<file path="config.mk">
export PLATFORM = sky130hd
export DESIGN_NAME = chip_test_sequencer
export DESIGN_NICKNAME = d
export VERILOG_FILES = /design/src/rtl/chip_test_sequencer.sv
export SDC_FILE = /design/constraint.sdc
export NUM_CORES = 1
export LEC_CHECK = 0
export ABC_AREA = 1
export BUFFER_PORTS_ARGS = -buffer_cell sky130_fd_sc_hd__buf_4
export CAP_MARGIN = 20
export CORE_UTILIZATION = 25
export DETAILED_ROUTE_END_ITERATION = 16
export PLACE_DENSITY = 0.49
export RECOVER_POWER = 50
export SLEW_MARGIN = 0
export SYNTH_ARGS = -nofsm -noshare
export SYNTH_HDL_FRONTEND = slang
export SYNTH_SLANG_ARGS = --single-unit
</file>
<file path="constraint.sdc">
create_clock -name Clk -period 2 [get_ports Clk]
set_input_delay 0.4 -clock Clk [delete_from_list [all_inputs] [get_ports Clk]]
set_output_delay 0.4 -clock Clk [all_outputs]
set_load 0.01 [all_outputs]
</file>
<file path="src/rtl/chip_test_sequencer.sv">
// Chip test sequencer: launches a checker run on a Start edge, waits for its
// result with a timeout, shows the outcome on LEDs, then acknowledges it.
module chip_test_sequencer #(
  parameter logic [15:0] HOLD_CYCLES    = 16'd50000,
  parameter logic [15:0] TIMEOUT_CYCLES = 16'd1024
) (
  input  logic       Clk,
  input  logic       Reset_n,
  input  logic       Start,
  output logic       Run,
  input  logic       Done,
  input  logic       RSLT,
  output logic       DISP_RSLT,
  output logic       Busy,
  output logic       Pass_LED,
  output logic       Fail_LED,
  output logic       Timeout_LED,
  output logic [7:0] Pass_Count,
  output logic [7:0] Fail_Count
);

  localparam int unsigned CNT_W   = 16;
  localparam int unsigned TALLY_W = 8;

  typedef enum logic [2:0] {
    S_IDLE   = 3'd0,
    S_RUN    = 3'd1,
    S_WAIT   = 3'd2,
    S_SETTLE = 3'd3,
    S_SHOW   = 3'd4,
    S_ACK    = 3'd5,
    S_DRAIN  = 3'd6
  } state_t;

  state_t             state;
  state_t             next_state;
  logic [CNT_W-1:0]   cnt;
  logic               start_q;
  logic               start_armed;
  logic               start_edge_c;
  logic               hold_done_c;
  logic               timeout_c;

  logic [CNT_W-1:0]   cnt_d;
  logic               run_d;
  logic               disp_d;
  logic               busy_d;
  logic               pass_led_d;
  logic               fail_led_d;
  logic               timeout_led_d;
  logic [TALLY_W-1:0] pass_cnt_d;
  logic [TALLY_W-1:0] fail_cnt_d;

  // Edge only counts once Start has been seen low after reset, so a level held
  // through reset release is never mistaken for a new request.
  assign start_edge_c = Start & ~start_q & start_armed;
  assign hold_done_c  = (cnt == CNT_W'(HOLD_CYCLES - 16'd1));
  assign timeout_c    = (cnt == CNT_W'(TIMEOUT_CYCLES - 16'd1));

  // Start edge-detect history
  always_ff @(posedge Clk or negedge Reset_n) begin
    if (!Reset_n) begin
      start_q     <= 1'b0;
      start_armed <= 1'b0;
    end else begin
      start_q     <= Start;
      start_armed <= start_armed | ~Start;
    end
  end

  // State register
  always_ff @(posedge Clk or negedge Reset_n) begin
    if (!Reset_n) state <= S_IDLE;
    else          state <= next_state;
  end

  // Next-state logic
  always_comb begin
    next_state = state;
    case (state)
      S_IDLE:   if (start_edge_c) next_state = S_RUN;
      S_RUN:    next_state = S_WAIT;
      S_WAIT: begin
        if (Done)           next_state = S_SETTLE;
        else if (timeout_c) next_state = S_IDLE;
      end
      S_SETTLE: next_state = Done ? S_SHOW : S_WAIT;
      S_SHOW:   if (hold_done_c) next_state = S_ACK;
      S_ACK: begin
        if (!Done)          next_state = S_DRAIN;
        else if (timeout_c) next_state = S_IDLE;
      end
      S_DRAIN:  next_state = S_IDLE;
      default:  next_state = S_IDLE;
    endcase
  end

  // Next values of counter, LEDs, tallies and the state-aligned strobes
  always_comb begin
    cnt_d         = cnt;
    pass_led_d    = Pass_LED;
    fail_led_d    = Fail_LED;
    timeout_led_d = Timeout_LED;
    pass_cnt_d    = Pass_Count;
    fail_cnt_d    = Fail_Count;
    run_d         = (next_state == S_RUN);
    disp_d        = (next_state == S_ACK);
    busy_d        = (next_state != S_IDLE);
    case (state)
      S_IDLE: begin
        if (start_edge_c) begin
          cnt_d         = '0;
          pass_led_d    = 1'b0;
          fail_led_d    = 1'b0;
          timeout_led_d = 1'b0;
        end
      end
      S_WAIT: begin
        if (!Done) begin
          if (timeout_c) begin
            timeout_led_d = 1'b1;
            fail_led_d    = 1'b1;
            if (Fail_Count != 8'hFF) fail_cnt_d = Fail_Count + 8'd1;
          end else begin
            cnt_d = cnt + 16'd1;
          end
        end
      end
      S_SETTLE: begin
        if (Done) begin
          if (RSLT) begin
            pass_led_d = 1'b1;
            if (Pass_Count != 8'hFF) pass_cnt_d = Pass_Count + 8'd1;
          end else begin
            fail_led_d = 1'b1;
            if (Fail_Count != 8'hFF) fail_cnt_d = Fail_Count + 8'd1;
          end
          cnt_d = '0;
        end
      end
      S_SHOW:   cnt_d = hold_done_c ? '0 : cnt + 16'd1;
      S_ACK: begin
        if (Done) begin
          if (timeout_c) timeout_led_d = 1'b1;
          else           cnt_d = cnt + 16'd1;
        end
      end
      default: ;
    endcase
  end

  // Datapath and output registers
  always_ff @(posedge Clk or negedge Reset_n) begin
    if (!Reset_n) begin
      cnt         <= '0;
      Run         <= 1'b0;
      DISP_RSLT   <= 1'b0;
      Busy        <= 1'b0;
      Pass_LED    <= 1'b0;
      Fail_LED    <= 1'b0;
      Timeout_LED <= 1'b0;
      Pass_Count  <= '0;
      Fail_Count  <= '0;
    end else begin
      cnt         <= cnt_d;
      Run         <= run_d;
      DISP_RSLT   <= disp_d;
      Busy        <= busy_d;
      Pass_LED    <= pass_led_d;
      Fail_LED    <= fail_led_d;
      Timeout_LED <= timeout_led_d;
      Pass_Count  <= pass_cnt_d;
      Fail_Count  <= fail_cnt_d;
    end
  end

endmodule
</file>
==> metrics.csv <==
stage,metric,value,unit
run_status,status,finished clean,
routing,Wirelength per Cell,12.3,µm
global_route,initial antenna violation count,0,
synth,Synth top cells by count,"nand2_1, dfrtp_1, inv_1, nor2_1, nand3_1",
global_route,vias in the first global route,2388,
cts,clock-pin slew on the worst setup and hold paths,0.09,ns
cts,hold buffers post-CTS,0,
setup_path,CP max stage cell,dfrtp_1,
routing,Avg Vias per Cell,4.37,
cts,root buffer cell,clkbuf_8,
die,Die Ht,106,µm
timing,Slew headroom,23.4,%
global_route,pin count of the biggest net entering global routing,44,
cts,# resized after CTS,0,
cts,CTS Sinks,43,
timing,final count of pins violating max slew,0,
synth,"EDFF count, synth",0,
place,dpl hpwl,4830,µm
synth,cells taking the most area after synthesis,"dfrtp_1, nand2_1, inv_1",
worst_hold_path,Worst Hold Class,input port to register,
power_and_ir_drop,Pwr Density,1100,mW/mm²
run,Max Cap Viol,0,
cts,postcts setup bufs,0,
setup_path,CP bufs+invs,3,
power_and_ir_drop,Leak,0.00161,µW
timing,final setup violation count,0,
layout,Layout area overhead,17.7,%
setup_path,WP data required,2.25,ns
layout,nets@finish,422,
synth,synthesized instance count,376,
cts,CTS tree,done,
timing,unrepaired setup endpoints after global routing,no,
layout,post-route cell area,0.00318,mm²
global_route,GR Overflow Total,0,
synth,top-count cell post-synth,nand2_1,
cts,Max Buffers Root-to-Sink,2,
layout,fin util,30.5,%
routing,Total Routed Length,6750,µm
global_route,GRT Resource Usage Total,12.9,%
synth,ys flop type,dfrtp_1,
cts,total CTS buffers,5,
die,die span in x,106,µm
die,Initial Util,25.9,%
place,I/O Buffers,26,
layout,ANT cells,0,
die,standard-cell row count,37,
synth,"flops & latches, synth",43,
layout,final cell count without fillers,551,
timing,setup TNS,0,ns
routing,Final ANT Viol Nets,0,
power_and_ir_drop,Worst VDD drop,0.612,mV
setup_path,critical path peak fanout,12,
setup_path,Crit Path Category,register to register,
synth,Netlist cell types,30,
cts,CTS H-Tree Depth,2,
die,Die ar.,0.0112,mm²
die,boundary pin count,27,
synth,mapped cell area,0.00270,mm²
timing,final hold slack,0.225,ns
setup_path,"Arr. time, crit path",2.05,ns
setup_path,critical path capture point type,register,
routing,DR vias,2408,
place,placed inst area,0.00310,mm²
place,placed cells,543,
routing,DR iter-0 viols,126,
setup_path,crit path launch type,register,
cts,Worst-Skew Late Latency,0.31,ns
synth,average cell area after synthesis,7.18,µm²
setup_path,worst path cell trace,inv_1 > nand2_2 > nand2_4 > inv_2 > nor2_4 > nor2_4 > inv_2 > nand2_1 > nand2_1,
timing,crit share post-route,89.9,%
synth,leading area contributor after synthesis,dfrtp_1,
synth,Synth Net Count,384,
timing,Hold Fails Final Rpt,0,
synth,"Seq/Total Area, Yosys",39.8,%
layout,share of cells above drive strength 1,16.1,%
global_route,first-pass GRT wire length,11600,µm
synth,share of the synthesized area in the top cell type,39.8,%
synth,synth warn,0,
routing,drt pass-1 iters,4,
timing,Max Clock Skew,0.00346,ns
timing,Tmin final,1.80,ns
synth,asr flop ratio synth,100,%
die,core footprint,0.0104,mm²
place,GP Congestion,0.888,
setup_path,family with the most delay on the worst path,simple AND/OR/NAND/NOR gates,
routing,drt drc,0,
timing,f_max,556,MHz
setup_path,largest stage delay on the critical path,0.44,ns
timing,Worst-Margin Slew,1.15,ns
through the flow:
stage	total power [µW]	worst slack [ns]
after detailed placement	2810	0.215
after global routing	3730	0.0501
after global placement	2810	0.289
after CTS	3550	0.178
after floorplan	2330	0.406
final	3500	0.201
cell type report:
type	count	area, µm²
Sequential cell	43	1080
Clock inverter	3	43.8
Fill cell	1126	7240
Tap cell	136	170
Timing Repair Buffer	37	245
Multi-Input combinational cell	279	1390
Inverter	48	180
Clock buffer	5	68.8
registers in the layout, indices dropped and copies added, names as in the netlist:
| register | flops |
|---|---|
| DISP_RSLT | 1 |
| state | 3 |
| Run | 1 |
| Busy | 1 |
| Pass_Count | 8 |
| start_q | 1 |
| Timeout_LED | 1 |
| Fail_Count | 8 |
| Pass_LED | 1 |
| cnt | 16 |
| Fail_LED | 1 |
| start_armed | 1 |
metal layers:
layer,vias up,track usage (%),part of all wire (%)
li1,1250,-,-
met1,1103,17.3,50
met2,45,20.8,44
met3,10,1.90,3.4
met4,0,5.16,1.9
met5,-,0,0
cell families after synthesis:
family | count (synthesis) | share of synthesized area, %
buffers and inverters | 54 | 8.57
AOI/OAI and AO/OA | 33 | 6.86
adders and majority gates | 3 | 1.39
xor gates and xnor gates | 22 | 7.13
and+or+nand+nor | 221 | 36.2
DFF | 43 | 39.8
final timing paths:
path                                   from     endpoint  slack (ns)  cells past startpoint
worst max-delay path               state[0]      cnt[15]        0.20                      9
worst max register to register     state[0]      cnt[15]        0.20                      9
worst min register to register  start_armed  start_armed        0.48                      1
worst min-delay path                  Start      start_q        0.23                      1
max in group asynchronous           Reset_n       cnt[0]        0.92                      1
min in group asynchronous           Reset_n       cnt[3]        0.31                      1
worst reg2reg max path, cell delays in order, from the launching register on:
cell and delay, ns:
dfrtp_1 0.44, inv_1 0.25, nand2_2 0.12, nand2_4 0.17
inv_2 0.15, nor2_4 0.17, nor2_4 0.06, inv_2 0.21
nand2_1 0.08, nand2_1 0.08
layout by cell type, fill, tap and decap left out:
master     instances
nand2_1          132
dfrtp_1           42
inv_1             40
nor2_1            30
buf_4             27
nand3_1           24
xor2_1            16
a21oi_1           11
o21ai_0           11
inv_2              8
clkbuf_1           8
nand4_1            7
nand2_2            6
xnor2_1            6
nand3b_1           5
o21ai_1            5
clkbuf_8           5
nor2_2             4
nor2_4             3
nor3_1             3
ha_1               3
nand2_4            2
a31o_2             2
o21ai_2            2
and3_1             2
o211ai_1           1
nand3_2            1
or2_2              1
nor4_1             1
o21bai_1           1
bufinv_16          1
clkinv_4           1
clkinv_2           1
dfrtp_2            1
clkbuf_2           1
clkbuf_4           1
report_power, final:
part	switching, µW	leakage (µW)	internal [µW]
clock network	348	0.0000581	373
registers	169	0.000557	1030
logic	1050	0.000999	526
total	1570	0.00161	1930
No activity file was read; power rests on OpenSTA's default activity.
